`src/rtl/r_operand_stage_if.sv`:
```
// Handshake, writeback and operand bundle between the fetch side, the writeback stage
// and the R-type ALU, with r_operand_stage on the slave side.
interface r_operand_stage_if #(
    parameter int DATA_W = 32
);
    logic              in_valid;
    logic              in_ready;
    logic [31:0]       instr_in;
    logic              wb_en;
    logic [4:0]        wb_addr;
    logic [DATA_W-1:0] wb_data;
    logic              out_valid;
    logic              out_ready;
    logic [31:0]       inst_reg;
    logic [DATA_W-1:0] ALU_I1;
    logic [DATA_W-1:0] ALU_I2;
    logic [4:0]        shift;
    logic              illegal;

    modport master (
        output in_valid, instr_in, wb_en, wb_addr, wb_data, out_ready,
        input  in_ready, out_valid, inst_reg, ALU_I1, ALU_I2, shift, illegal
    );

    modport slave (
        input  in_valid, instr_in, wb_en, wb_addr, wb_data, out_ready,
        output in_ready, out_valid, inst_reg, ALU_I1, ALU_I2, shift, illegal
    );
endinterface

```
`src/rtl/r_operand_stage.sv`:
```
// Decode/operand stage feeding the R-type ALU: register-file read with writeback
// forwarding, shift-amount select and a one-entry valid/ready output register.
module r_operand_stage #(
    parameter int DATA_W   = 32,
    parameter bit RESET_RF = 1'b1
) (
    input  logic              clk,
    input  logic              rst,
    r_operand_stage_if.slave  bus
);
    typedef enum logic {EMPTY = 1'b0, FULL = 1'b1} state_t;

    state_t            state_r, state_n;
    logic [31:0]       inst_r;
    logic [DATA_W-1:0] alu_i1_r, alu_i2_r;
    logic [4:0]        shift_r;
    logic              illegal_r, illegal_n;
    logic [DATA_W-1:0] rf_r [32];

    logic              in_ready_s, accept_s, is_rtype_s, load_s, wb_hit_s;
    logic [4:0]        rs_s, rt_s, held_rs_s, held_rt_s, shift_sel_s;
    logic [DATA_W-1:0] rs_val_s, rt_val_s;
    logic              hold_s, refresh_i1_s, refresh_i2_s;

    // sllv/srlv/srav take their shift amount from rs instead of shamt
    function automatic logic is_var_shift(input logic [5:0] funct);
        case (funct)
            6'b000100: is_var_shift = 1'b1;
            6'b000110: is_var_shift = 1'b1;
            6'b000111: is_var_shift = 1'b1;
            default:   is_var_shift = 1'b0;
        endcase
    endfunction

    assign rs_s       = bus.instr_in[25:21];
    assign rt_s       = bus.instr_in[20:16];
    assign held_rs_s  = inst_r[25:21];
    assign held_rt_s  = inst_r[20:16];
    assign wb_hit_s   = bus.wb_en & (bus.wb_addr != 5'd0);
    assign in_ready_s = (state_r == EMPTY) | bus.out_ready;
    assign accept_s   = bus.in_valid & in_ready_s;
    assign is_rtype_s = (bus.instr_in[31:26] == 6'd0);
    assign hold_s     = (state_r == FULL) & ~bus.out_ready;
    assign refresh_i1_s = hold_s & wb_hit_s & (bus.wb_addr == held_rs_s);
    assign refresh_i2_s = hold_s & wb_hit_s & (bus.wb_addr == held_rt_s);

    // Operand read: a same-cycle write wins over the array, R0 always reads zero
    always_comb begin
        rs_val_s = '0;
        rt_val_s = '0;
        if (wb_hit_s && (bus.wb_addr == rs_s)) begin
            rs_val_s = bus.wb_data;
        end else if (rs_s != 5'd0) begin
            rs_val_s = rf_r[rs_s];
        end else begin
            rs_val_s = '0;
        end
        if (wb_hit_s && (bus.wb_addr == rt_s)) begin
            rt_val_s = bus.wb_data;
        end else if (rt_s != 5'd0) begin
            rt_val_s = rf_r[rt_s];
        end else begin
            rt_val_s = '0;
        end
        shift_sel_s = is_var_shift(bus.instr_in[5:0]) ? rs_val_s[4:0] : bus.instr_in[10:6];
    end

    // Next state: a non-R word is swallowed and leaves the stage empty
    always_comb begin
        state_n   = state_r;
        load_s    = 1'b0;
        illegal_n = 1'b0;
        case (state_r)
            EMPTY, FULL: begin
                if (accept_s) begin
                    if (is_rtype_s) begin
                        state_n = FULL;
                        load_s  = 1'b1;
                    end else begin
                        state_n   = EMPTY;
                        illegal_n = 1'b1;
                    end
                end else if (state_r == FULL && bus.out_ready) begin
                    state_n = EMPTY;
                end else begin
                    state_n = state_r;
                end
            end
            default: state_n = EMPTY;
        endcase
    end

    // State register
    always_ff @(posedge clk or posedge rst) begin
        if (rst) begin
            state_r <= EMPTY;
        end else begin
            state_r <= state_n;
        end
    end

    // Output register: load on accept, otherwise refresh a held entry from writeback
    always_ff @(posedge clk or posedge rst) begin
        if (rst) begin
            inst_r    <= 32'd0;
            alu_i1_r  <= '0;
            alu_i2_r  <= '0;
            shift_r   <= 5'd0;
            illegal_r <= 1'b0;
        end else begin
            illegal_r <= illegal_n;
            if (load_s) begin
                inst_r   <= bus.instr_in;
                alu_i1_r <= rs_val_s;
                alu_i2_r <= rt_val_s;
                shift_r  <= shift_sel_s;
            end else begin
                if (refresh_i1_s) alu_i1_r <= bus.wb_data;
                if (refresh_i2_s) alu_i2_r <= bus.wb_data;
                if (refresh_i1_s && is_var_shift(inst_r[5:0])) shift_r <= bus.wb_data[4:0];
            end
        end
    end

    generate
        if (RESET_RF) begin : g_rf_reset
            // Register file with clear-on-reset
            always_ff @(posedge clk or posedge rst) begin
                if (rst) begin
                    for (int i = 0; i < 32; i++) rf_r[i] <= '0;
                end else if (wb_hit_s) begin
                    rf_r[bus.wb_addr] <= bus.wb_data;
                end
            end
        end else begin : g_rf_noreset
            // Register file without reset
            always_ff @(posedge clk) begin
                if (wb_hit_s) begin
                    rf_r[bus.wb_addr] <= bus.wb_data;
                end
            end
        end
    endgenerate

    assign bus.in_ready  = in_ready_s;
    assign bus.out_valid = (state_r == FULL);
    assign bus.inst_reg  = inst_r;
    assign bus.ALU_I1    = alu_i1_r;
    assign bus.ALU_I2    = alu_i2_r;
    assign bus.shift     = shift_r;
    assign bus.illegal   = illegal_r;
endmodule
```
`src/flat_wrapper.sv`:
```
// flat-port wrapper written by rule: the top's interface ports become plain ports
module r_operand_stage_flat 
#(
    parameter int DATA_W   = 32,
    parameter bit RESET_RF = 1'b1
)
  (clk, rst, bus_in_valid, bus_instr_in, bus_wb_en, bus_wb_addr, bus_wb_data, bus_out_ready, bus_in_ready, bus_out_valid, bus_inst_reg, bus_ALU_I1, bus_ALU_I2, bus_shift, bus_illegal);
  r_operand_stage_if #(.DATA_W(DATA_W)) bus_i ();
  input  logic clk;
  input  logic rst;
  input wire logic [$bits(bus_i.in_valid)-1:0] bus_in_valid;
  input wire logic [$bits(bus_i.instr_in)-1:0] bus_instr_in;
  input wire logic [$bits(bus_i.wb_en)-1:0] bus_wb_en;
  input wire logic [$bits(bus_i.wb_addr)-1:0] bus_wb_addr;
  input wire logic [$bits(bus_i.wb_data)-1:0] bus_wb_data;
  input wire logic [$bits(bus_i.out_ready)-1:0] bus_out_ready;
  output wire logic [$bits(bus_i.in_ready)-1:0] bus_in_ready;
  output wire logic [$bits(bus_i.out_valid)-1:0] bus_out_valid;
  output wire logic [$bits(bus_i.inst_reg)-1:0] bus_inst_reg;
  output wire logic [$bits(bus_i.ALU_I1)-1:0] bus_ALU_I1;
  output wire logic [$bits(bus_i.ALU_I2)-1:0] bus_ALU_I2;
  output wire logic [$bits(bus_i.shift)-1:0] bus_shift;
  output wire logic [$bits(bus_i.illegal)-1:0] bus_illegal;
  assign bus_i.in_valid = bus_in_valid;
  assign bus_i.instr_in = bus_instr_in;
  assign bus_i.wb_en = bus_wb_en;
  assign bus_i.wb_addr = bus_wb_addr;
  assign bus_i.wb_data = bus_wb_data;
  assign bus_i.out_ready = bus_out_ready;
  assign bus_in_ready = bus_i.in_ready;
  assign bus_out_valid = bus_i.out_valid;
  assign bus_inst_reg = bus_i.inst_reg;
  assign bus_ALU_I1 = bus_i.ALU_I1;
  assign bus_ALU_I2 = bus_i.ALU_I2;
  assign bus_shift = bus_i.shift;
  assign bus_illegal = bus_i.illegal;
  r_operand_stage #(.DATA_W(DATA_W), .RESET_RF(RESET_RF)) u_core (.clk(clk), .rst(rst), .bus(bus_i));
endmodule
```
`config.mk`:
```
export PLATFORM = sky130hd
export DESIGN_NAME = r_operand_stage_flat
export DESIGN_NICKNAME = d
export VERILOG_FILES = /design/src/rtl/r_operand_stage_if.sv /design/src/rtl/r_operand_stage.sv /design/src/flat_wrapper.sv
export SDC_FILE = /design/constraint.sdc
export NUM_CORES = 2
export LEC_CHECK = 0
export BUFFER_PORTS_ARGS = -buffer_cell sky130_fd_sc_hd__buf_2
export CAP_MARGIN = 10
export CORE_ASPECT_RATIO = 2
export CORE_MARGIN = 4
export CORE_UTILIZATION = 60
export CTS_CLUSTER_SIZE = 8
export DETAILED_ROUTE_END_ITERATION = 16
export PLACE_DENSITY = 0.78
export REMOVE_ABC_BUFFERS = 1
export SLEW_MARGIN = 5
export SYNTH_ARGS = -nofsm -noshare
export SYNTH_HDL_FRONTEND = slang
export SYNTH_SLANG_ARGS = --single-unit
```
`constraint.sdc`:
```
create_clock -name clk -period 39.5 [get_ports clk]
set_input_delay 3.95 -clock clk [delete_from_list [all_inputs] [get_ports clk]]
set_output_delay 3.95 -clock clk [all_outputs]
set_load 0.02 [all_outputs]
```
### Word level (Yosys, flattened, before mapping)

Cells that the tools add are included.

* $lt $le $gt $ge: 4
* equal/unequal tests: 10
* muxes and demuxes: 29
* bitwise operators: 12
* reduce and logical (&&, ||, !) cells: 15

Operator list (count)
* $bwmux W1024: 1
* $mux W32: 13
* $bmux W32 S5: 2
* $demux W32 S5: 1
* $eq A6 B3 Y1 const B: 6
* $eq A5 B5 Y1: 4
* $ge A6 B6 Y1 const B: 3
* $not A5 Y6: 3
* $mux W5: 3
* $reduce_bool A5 Y1: 3
* $mux W1: 9
* $reduce_bool A2 Y1: 4
* $and A1 B1 Y1: 6
* $logic_not A6 Y1: 1
* $lt A6 B1 Y1 const B: 1
* $reduce_or A3 Y1: 2
* $logic_and A1 B1 Y1: 5
* $not A1 Y1: 2
* $or A1 B1 Y1: 1

* bits in registers: 1127
* bits of input ports: 74
* output and inout port bits: 104
* word-level logic and storage cells: 108

### Depth between registers and ports, before layout

* depth in word-level cells: 8
* depth in mapped cells: 9
* gate-level depth less buffers: 5

### Worst setup path before layout

Ideal clock, no wire load.

* kind: input to output
* from: in bus_out_ready
* to: out bus_in_ready
* arrival time: 4225 ps
* required time: 35550 ps
* path slack: 31325 ps
* cell stages on the path: 1
* path buffers: 0
* path through: nand2b_1

* cells in the longest elaborated chain, start to end: 1

RTL lines
* start: declaration: line flat_wrapper.sv:16 `input wire logic [$bits(bus_i.out_ready)-1:0] bus_out_ready;`
* $or A1 B1 Y1: line r_operand_stage.sv:40 `assign in_ready_s = (state_r == EMPTY) | bus.out_ready;`
* end: declaration: line flat_wrapper.sv:17 `output wire logic [$bits(bus_i.in_ready)-1:0] bus_in_ready;`

No other way between the ends.

### Final worst setup path

Ends and elaborated chain as after synthesis.

==> metrics.md <==
| Metric | Value |
|---|---|
| Status | `completed` |
| GR met2 Demand/Resource | `55.17%` |
| #FFs+latches synth | `1127` |
| Biggest register | `u_core.rf_r` |
| DRC Markers | `0` |
| Hold Vio Cnt, Final | `0` |
| Hpwl dp | `91780 µm` |
| NetSw | `0.0009086 W` |
| # rows | `161` |
| Number of port buffers | `177` |
| Worst-path fanout max | `6` |
| RSZ-0062 raised after global routing | `no` |
| Grt met3 use | `6.849%` |
| Pin count of the biggest net entering global routing | `151` |
| Setup TNS | `0 ns` |
| Clk pwr share | `35.7%` |
| Hold Path Depth | `0` |
| GR peak layer | `met2` |
| Top cell by count, worst path | `buf_2` |
| EDFF count, synth | `0` |
| Post-CTS setup buffers | `0` |
| Detail Route Antenna Nets | `0` |
| CTS H-tree lvls | `4` |
| Int Power | `0.002498 W` |
| Layout Nets | `3881` |
| Crit-path cells | `buf_2 -> nand2b_1 -> buf_2` |
| Detailed-route via count | `36940` |
| Synthesis-to-finish area growth | `9.692%` |
| Comb power frac | `19.0%` |
| Worst Path Required | `35.55 ns` |
| Worst-case reg-to-reg path depth | `7` |
| Highest clock rate | `118.9 MHz` |
| Clock Latency Late Sink | `0.77 ns` |
| Final period util | `21.29%` |
| Min Tclk post-route | `8.410 ns` |
| Total power | `0.003407 W` |
| Fillers | `6480` |
| Share of layout cells above drive strength 1 | `50.59%` |
| Area post-placement | `59830 µm²` |
| Number of setup violations in the final report | `0` |
| First-pass GRT wire length | `253800 µm` |
| Lkg Pwr | `28.00 nW` |
| Most frequent cells after synthesis | `1127 x dfrtp_1, 858 x mux2_2, 615 x mux4_2` |
| Worst r2r dst | `u_core.bus.ALU_I2[19]` |
| DR vias/cell | `7.322` |
| Post-synth top flop | `dfrtp_1` |
| Die ar. | `102700 µm²` |
| Initial Util | `60.51%` |
| Max FFs per register | `1024` |
| Initial antenna violation count | `4` |
| Crit Path Class | `input port to output port` |
| Total Routing Usage GR | `33.15%` |
| CP Launch Type | `input port` |
| Layout Skew | `0.02105 ns` |
| Worst slew pin tran | `1.128 ns` |
| Hold_sp | `u_core.rf_r[1014]` |
| Syn avg cell area | `15.31 µm²` |
| VDD IR-drop max | `49.02 µV` |
| Cell Pwr Density | `53.19 nW/µm²` |
| CTS Buffer Depth | `3` |
| Met1 usage | `41.14%` |
| Clk slew on worst S/H paths | `0.05 ns` |
| Cells after Synth | `3814` |
| TritonCTS sink count | `1127` |
| Drt total wl | `168800 µm` |
| Yosys top cell area share | `48.30%` |
| Vias in the first global route | `39640` |
| Crit path capture type | `output port` |
| Worst R2R Start | `u_core.bus.out_valid` |
| Hold Path Sink | `u_core.rf_r[1014]` |
| Top Ports | `178` |
| Max Slew Vio Count | `0` |
| Avg WL per Cell | `33.46 µm` |
| Ys async rst share | `100.0%` |
| # Max-Cap Violations | `0` |
| RD Place Congestion | `0.8252` |
| Top cells by area, synth | `dfrtp_1 48%, mux4_2 24%, mux2_2 17%` |
| Clock Tree Root | `clkbuf_16` |
| Area of the multi-input gates | `28300 µm²` |
| Slowest cell delay on critical path | `0.22 ns` |
| Sequential fraction of the synthesis area | `48.30%` |
| Most common cell in the netlist | `dfrtp_1` |
| Seq pwr share | `45.3%` |
| Register area | `28200 µm²` |
| # hold bufs at CTS | `0` |
| Critical-path top delay cell | `nand2b_1` |
| CTS Buf Count | `158` |
| Cell Area, Synth | `58390 µm²` |
| Drt initial violations | `3605` |
| Detailed Routing Iterations Pass 1 | `5` |
| Synth warn | `0` |
| Gr ovfl total | `0` |
| Flop2flop setup slack | `35.92 ns` |
| Worst Hold Class | `register to register` |
| PostCTS Resize Cnt | `0` |
| Sw Share | `26.67%` |
| Post-synth top area cell | `dfrtp_1` |
| Post-synth cell types | `51` |
| TritonCTS clock tree | `done` |
| Core area | `96490 µm²` |
| CP Launch Point | `bus_out_ready` |
| Post-route cell area | `64050 µm²` |
| Worst EP arrival | `4.46 ns` |
| Chip height | `449.2 µm` |
| Slew margin rel. | `23.74%` |
| Chip width | `228.6 µm` |
-- cells in the final DEF (no fill, tap or decap), types with 12 or more instances in the layout --
cell type / synthesis / layout
buf_4: 2 / 70
nand2_1: 237 / 222
buf_2: 84 / 169
dfrtp_1: 1127 / 1127
mux2i_1: 42 / 42
o22ai_1: 32 / 32
o21ai_0: 85 / 85
mux2_1: 58 / 58
mux2_2: 858 / 858
clkinv_1: 65 / 65
clkbuf_16: 0 / 166
a221o_1: 33 / 33
o2111ai_1: 28 / 28
a21oi_1: 14 / 14
nand2b_1: 57 / 57
mux4_2: 615 / 615
nor2_4: 0 / 12
xnor2_1: 12 / 12
-- kinds of logic after synthesis --
kind of cell / after synthesis / synth area share, %
AO/OA/AOI/OAI: 241 / 2.835
multiplexers: 1573 / 42.11
buffers and inverters: 488 / 3.626
XOR/XNOR: 20 / 0.3000
AND/OR/NAND/NOR: 365 / 2.835
flip-flops: 1127 / 48.30
-- stage by stage --
step / std cells / util, % / worst slack, ns / hold WS, ns
6_report: 5045 / 66.38 / 31.09 / 0.3908
5_1_grt: 5042 / 66.37 / 30.51 / 0.4074
4_1_cts: 5041 / 66.37 / 31.09 / 0.3937
3_5_place_dp: 4869 / 62.01 / 30.28 / 0.3833
3_3_place_gp: 4869 / 62.01 / 30.38 / 0.3763
2_1_floorplan: 3399 / - / 3.813 / 0.3653
-- worst max path at each step --
stage | endpoint | slack [ns] | cells after the start
after floorplan | u_core.bus.ALU_I1[0] | 3.81 | 1
after CTS | u_core.rf_r[569] | 31.09 | 7
final | bus_in_ready | 31.09 | 3
after global placement | u_core.rf_r[537] | 30.38 | 7
after global routing | u_core.rf_r[921] | 30.51 | 7
after detailed placement | u_core.rf_r[569] | 30.28 | 7
-- power by group through the flow --
stage | logic (W) | registers, W | clock network [W]
2_1_floorplan | 0.000467 | 0.00152 | 0
5_1_grt | 0.000695 | 0.00156 | 0.00128
3_3_place_gp | 0.000628 | 0.00153 | 0
3_5_place_dp | 0.000648 | 0.00155 | 0
6_report | 0.000648 | 0.00154 | 0.00122
4_1_cts | 0.000653 | 0.00154 | 0.00123
-- final cells by class --
cell class                 count  area share [%]
multi-input combinational   2199           44.19
sequential                  1127           44.03
clock buffer                 167           6.491
tap                         1222           2.387
timing repair buffer         248           2.368
inverter                      73          0.4395
clock inverter                 5         0.08009
antenna                        4         0.01563
-- layer usage --
metal	share of wire, %	wire length [µm]	vias up
met3	7.9	13320	571
met2	51	85450	1971
met5	0	0	-
met1	35	59720	19920
li1	-	-	14470
met4	6.1	10340	0
-- critical path: cells and delay by family --
kind          cells  cell delay (ns)
buf+inv           2             0.29
simple gates      1             0.22
Note: power is estimated with default switching activity, not from simulation.
